===== config.mk =====
export PLATFORM = sky130hd
export DESIGN_NAME = serial_echo_ctrl
export DESIGN_NICKNAME = d
export VERILOG_FILES = /design/src/rtl/serial_echo_ctrl.sv
export SDC_FILE = /design/constraint.sdc
export NUM_CORES = 1
export LEC_CHECK = 0
export ABC_AREA = 1
export ABC_CLOCK_PERIOD_IN_PS = 4900
export BUFFER_PORTS_ARGS = -buffer_cell sky130_fd_sc_hd__buf_2
export CAP_MARGIN = 0
export CORE_ASPECT_RATIO = 1.5
export CORE_MARGIN = 2
export CORE_UTILIZATION = 60
export CTS_CLUSTER_DIAMETER = 80
export DETAILED_ROUTE_END_ITERATION = 16
export HOLD_SLACK_MARGIN = 0.08
export PLACE_DENSITY = 0.93
export SYNTH_ARGS = -nofsm -noshare
export SYNTH_HDL_FRONTEND = slang
export SYNTH_SLANG_ARGS = --single-unit

===== constraint.sdc =====
create_clock -name clk -period 4.9 [get_ports clk]
set_clock_uncertainty 0.1 [all_clocks]
set_input_delay 0.245 -clock clk [delete_from_list [all_inputs] [get_ports clk]]
set_output_delay 0.245 -clock clk [all_outputs]
set_load 0.05 [all_outputs]

===== src/rtl/serial_echo_ctrl.sv =====
// Echo sequencer: pulls bytes from the RX FIFO, drops errored ones, adds a fixed
// increment and hands the result to the transmitter, keeping saturating statistics.
module serial_echo_ctrl #(
  parameter logic [7:0]  INCREMENT      = 8'd1,
  parameter int unsigned READ_LATENCY   = 2,
  parameter int unsigned TX_ACK_TIMEOUT = 1024,
  parameter int unsigned TX_GAP_TICKS   = 16
) (
  input  logic        clk,
  input  logic        rst,
  input  logic        enable,
  input  logic        rx_ready,
  input  logic        rx_err,
  input  logic [7:0]  rx_data,
  output logic        rx_read,
  input  logic        tx_busy,
  output logic [7:0]  tx_data,
  output logic        tx_start,
  output logic [15:0] echo_count,
  output logic [15:0] err_count,
  output logic        active
);

  localparam int unsigned MaxA   = (TX_ACK_TIMEOUT > TX_GAP_TICKS) ? TX_ACK_TIMEOUT : TX_GAP_TICKS;
  localparam int unsigned MaxCnt = (MaxA > READ_LATENCY) ? MaxA : READ_LATENCY;
  localparam int unsigned CntW   = (MaxCnt > 1) ? $clog2(MaxCnt) : 1;

  localparam int unsigned WaitLastI = (READ_LATENCY >= 2) ? READ_LATENCY - 2 : 0;
  localparam int unsigned AckLastI  = (TX_ACK_TIMEOUT >= 1) ? TX_ACK_TIMEOUT - 1 : 0;
  localparam int unsigned GapLastI  = (TX_GAP_TICKS >= 1) ? TX_GAP_TICKS - 1 : 0;

  localparam logic [CntW-1:0] WaitLast = CntW'(WaitLastI);
  localparam logic [CntW-1:0] AckLast  = CntW'(AckLastI);
  localparam logic [CntW-1:0] GapLast  = CntW'(GapLastI);

  typedef enum logic [2:0] {
    StIdle,
    StRead,
    StWaitData,
    StCheck,
    StSend,
    StWaitAck,
    StWaitDone,
    StGap
  } state_e;

  state_e          state_q, state_d;
  logic [CntW-1:0] cnt_q, cnt_d;
  logic [7:0]      hold_data_q, hold_data_d;
  logic            hold_err_q, hold_err_d;
  logic [7:0]      tx_data_q, tx_data_d;
  logic            rx_read_q, rx_read_d;
  logic            tx_start_q, tx_start_d;
  logic [15:0]     echo_q, echo_d;
  logic [15:0]     err_q, err_d;
  logic            active_q, active_d;

  logic            ack_timeout;
  logic            echo_inc;
  logic            err_inc;

  assign ack_timeout = (state_q == StWaitAck) && !tx_busy && (cnt_q == AckLast);

  // State and registered outputs
  always_ff @(posedge clk) begin
    if (rst) begin
      state_q     <= StIdle;
      cnt_q       <= '0;
      hold_data_q <= '0;
      hold_err_q  <= 1'b0;
      tx_data_q   <= '0;
      rx_read_q   <= 1'b0;
      tx_start_q  <= 1'b0;
      echo_q      <= '0;
      err_q       <= '0;
      active_q    <= 1'b0;
    end else begin
      state_q     <= state_d;
      cnt_q       <= cnt_d;
      hold_data_q <= hold_data_d;
      hold_err_q  <= hold_err_d;
      tx_data_q   <= tx_data_d;
      rx_read_q   <= rx_read_d;
      tx_start_q  <= tx_start_d;
      echo_q      <= echo_d;
      err_q       <= err_d;
      active_q    <= active_d;
    end
  end

  // Next-state logic
  always_comb begin
    state_d = state_q;
    unique case (state_q)
      StIdle:     if (enable && rx_ready) state_d = StRead;
      StRead:     state_d = (READ_LATENCY > 1) ? StWaitData : StCheck;
      StWaitData: if (cnt_q == WaitLast) state_d = StCheck;
      StCheck:    state_d = hold_err_q ? StIdle : StSend;
      StSend:     if (!tx_busy) state_d = StWaitAck;
      StWaitAck: begin
        if (tx_busy)          state_d = StWaitDone;
        else if (ack_timeout) state_d = StIdle;
      end
      StWaitDone: if (!tx_busy) state_d = StGap;
      StGap:      if (cnt_q == GapLast) state_d = StIdle;
      default:    state_d = StIdle;
    endcase
  end

  // Datapath and next values of the registered outputs
  always_comb begin
    cnt_d       = cnt_q;
    hold_data_d = hold_data_q;
    hold_err_d  = hold_err_q;
    tx_data_d   = tx_data_q;
    echo_d      = echo_q;
    err_d       = err_q;

    // Timer restarts on every state change so each waiting state sees it from zero
    if (state_d != state_q) begin
      cnt_d = '0;
    end else if (state_q == StWaitData || state_q == StWaitAck || state_q == StGap) begin
      cnt_d = cnt_q + 1'b1;
    end

    if (state_d == StCheck && state_q != StCheck) begin
      hold_data_d = rx_data;
      hold_err_d  = rx_err;
    end

    if (state_q == StCheck && !hold_err_q) begin
      tx_data_d = hold_data_q + INCREMENT;
    end

    echo_inc = (state_q == StWaitDone) && !tx_busy;
    err_inc  = ((state_q == StCheck) && hold_err_q) || ack_timeout;

    if (echo_inc && echo_q != 16'hFFFF) echo_d = echo_q + 16'd1;
    if (err_inc && err_q != 16'hFFFF)   err_d  = err_q + 16'd1;

    rx_read_d  = (state_d == StRead);
    tx_start_d = (state_q == StSend) && (state_d == StWaitAck);
    active_d   = (state_d != StIdle);
  end

  assign rx_read    = rx_read_q;
  assign tx_start   = tx_start_q;
  assign tx_data    = tx_data_q;
  assign echo_count = echo_q;
  assign err_count  = err_q;
  assign active     = active_q;

endmodule


==> results.ini <==
[run_status]
status = complete, no violations

[logic_synthesis]
synth.area.top_cells = sky130_fd_sc_hd__dfxtp_1, sky130_fd_sc_hd__nand2_1, sky130_fd_sc_hd__nor2_1, sky130_fd_sc_hd__xor2_1, sky130_fd_sc_hd__nand3_1
cell_taking_the_most_area_after_synthesis = sky130_fd_sc_hd__dfxtp_1
post-synth-top-area-fraction_pct = 38.21
ys_ff_latch = 65
post_synthesis_sequential_area_ratio_pct = 38.21
synth_fp_nets = 495
post_syn_area_mm2 = 0.003406
yosysWarningCount = 0
mean_area_per_synthesized_cell_um2 = 7.155
post_synth_num_cell_types = 36
syn-instance-count = 476

[power]
total_leakage_power_uw = 0.001664
max-vdd-ir-drop_uv = 301.4
p_per_area_mw_per_mm2 = 344.6

[grt]
grt_first_pass_wirelength_um = 13260
largest_net_degree_at_the_start_of_global_routing = 31
grt_pass1_vias = 3147
groute.usage.overall_pct = 27.10
grt.overflow.total = 0
antenna_found_initial = 0

[sta]
tightest_slew_ns = 0.9235
final.min_clock_period_ns = 2.469
rsz0062_at_grt = false
maxSlewViolCount = 0
max_clock_freq_mhz = 405.1
post-route-period-util_pct = 50.38
hold_viol_final = 0
worst_slew_margin_rel_pct = 38.36
tns_ns = 0
setup_viol = 0

[job]
max_cap_violations = 0

[finish]
layout-drive-gt1-share_pct = 19.15
layout.cell_area.non_filler_mm2 = 0.003973
fin_cells = 613
antennaDiodeCount = 0
synthToLayoutAreaGrowth_pct = 16.64
fill_count = 427
final_net_count = 557

[routing]
drt_pass1_iterations = 5
vias_after_detailed_routing = 3322
route.final.wire_length_um = 8032
drt-wirelength-per-cell_um = 13.10
route.antenna.remaining_nets = 0
post_drt_via_cell_ratio = 5.419
drc = 0
iter_0_drt_violations = 238

[setup_path]
timing.critical_path.arrival_ns = 2.57
critical_path_endpoint_category = flop
timing.critical_path.fanout_max = 20
cp-start-kind = flop
worst-endpoint-required_ns = 5.00
timing.setup.critical_path_class = flop to flop
r2r_setup_slack_ns = 2.43

[cts]
ctsLongestPathBuffers = 2
cts_buffers = 9
htree_levels = 3
post_cts_setup_buffers = 0
clock_sink_count = 65
clock_tree.root_cell = sky130_fd_sc_hd__clkbuf_8
clock_tree_from_tritoncts = yes
post_cts.resized_instances = 0
insertion_delay_ns = 0.35
cts.reportedPaths.clkPinSlew_ns = 0.08
postCtsHoldBufs = 8

[floorplanning]
io_pins = 57
chipHeight_um = 96.28
initial_core_util_pct = 62.02
chipWidth_um = 65.52
floorplan.die_area_mm2 = 0.006307
core.rowCount = 33
design.core.area_mm2 = 0.005492

[placement]
numPortBuffers = 56
dp_hpwl_um = 5632
detailed_place.area_mm2 = 0.003696
place.gp.congestion = 0.9312
place.detailed.instances = 589

[hold_path]
hold_path.class = input pin to flop

==> power breakdown <==
part	internal, uW	switching (uW)	total, uW	leakage (uW)
Sequential	573	44.0	617	0.000525
Clock	247	210	457	0.0000953
Combinational	92.1	203	295	0.00104
==> flip-flops by register name (all words and copies together), names as in the netlist, 3 cells and up <==
| signal | flops |
|---|---|
| tx_data | 8 |
| cnt_q | 10 |
| echo_count | 16 |
| state_q | 3 |
| err_count | 16 |
| hold_data_q | 8 |
==> cell type report <==
cell class	count	area (um^2)	area share, %
Clock buffer	11	141.4	3.559
Clock inverter	5	55.05	1.386
Inverter	48	180.2	4.535
Multi-Input combinational cell	350	1847	46.49
Sequential cell	65	1301	32.76
Tap cell	70	87.58	2.205
Timing Repair Buffer	64	360.3	9.071
==> cell families after synthesis <==
group | share of synthesized area (%)
adders and majority gates | 1.837
AOI/OAI and AO/OA | 12.23
xor gates and xnor gates | 8.486
buffers and inverters | 7.567
DFF | 38.21
and+or+nand+nor | 31.67
==> metrics by stage <==
step / power [uW] / setup slack (ns) / utilization (%) / hold WS [ns]
after floorplan: 847.3 / 2.751 / - / 0.3117
after global placement: 899.8 / 2.607 / 67.30 / 0.3781
after detailed placement: 914.0 / 2.491 / 67.30 / 0.3866
after CTS: 1370 / 2.495 / 72.34 / 0.08493
after global routing: 1427 / 2.128 / 72.34 / 0.1325
final: 1369 / 2.431 / 72.34 / 0.09414
==> synth_stat cells (all sizes together) <==
cell type	instances
a211oi	1
a21oi	34
a31oi	3
buf	7
clkbuf	6
clkinv	1
dfxtp	65
ha	5
inv	47
nand2	105
nand3	35
nand3b	1
nand4	8
nor2	88
nor3	10
o21ai	21
o21bai	3
o221ai	2
o22ai	1
xnor2	10
xor2	23
==> per-layer routing <==
metal  track usage (%)  vias up  part of all wire (%)
met4             16.15        0                   3.8
met3             6.550       29                   5.2
met2             49.23      103                    52
met5                 0        -                     0
met1             27.74     1533                    39
li1                  -     1657                     -
==> worst max-delay path, cell delays in order, from the launching register on <==
cell                       delay, ns
sky130_fd_sc_hd__dfxtp_1        0.52
sky130_fd_sc_hd__nand2_1        0.16
sky130_fd_sc_hd__inv_1          0.07
sky130_fd_sc_hd__nand2_1        0.09
sky130_fd_sc_hd__a31oi_2        0.66
sky130_fd_sc_hd__clkinv_1       0.48
sky130_fd_sc_hd__nand2_1        0.17
sky130_fd_sc_hd__a21oi_1        0.08
==> layout by cell type, fill, tap and decap left out, types with 6 or more instances in the layout <==
cell type / count
sky130_fd_sc_hd__a21oi_1: 25
sky130_fd_sc_hd__nand3_1: 34
sky130_fd_sc_hd__xor2_1: 23
sky130_fd_sc_hd__inv_1: 43
sky130_fd_sc_hd__o21ai_0: 20
sky130_fd_sc_hd__dlygate4sd3_1: 8
sky130_fd_sc_hd__buf_2: 56
sky130_fd_sc_hd__nand2_1: 98
sky130_fd_sc_hd__nand2_2: 6
sky130_fd_sc_hd__nor3_1: 8
sky130_fd_sc_hd__clkbuf_8: 10
sky130_fd_sc_hd__nor2_1: 82
sky130_fd_sc_hd__a21oi_2: 9
sky130_fd_sc_hd__nand4_1: 8
sky130_fd_sc_hd__xnor2_1: 10
sky130_fd_sc_hd__dfxtp_1: 65
==> final timing paths <==
check / start / end / cells after the start
setup / recovery: state_q[2]$_SDFF_PP0_ / echo_count[5]$_SDFFE_PP0P_ / 7
hold / removal: rx_err / hold_err_q$_SDFFE_PP0P_ / 3
setup reg to reg: state_q[2]$_SDFF_PP0_ / echo_count[5]$_SDFFE_PP0P_ / 7
hold reg to reg: echo_count[15]$_SDFFE_PP0P_ / echo_count[15]$_SDFFE_PP0P_ / 2
Note: power is estimated with default switching activity, not from simulation.
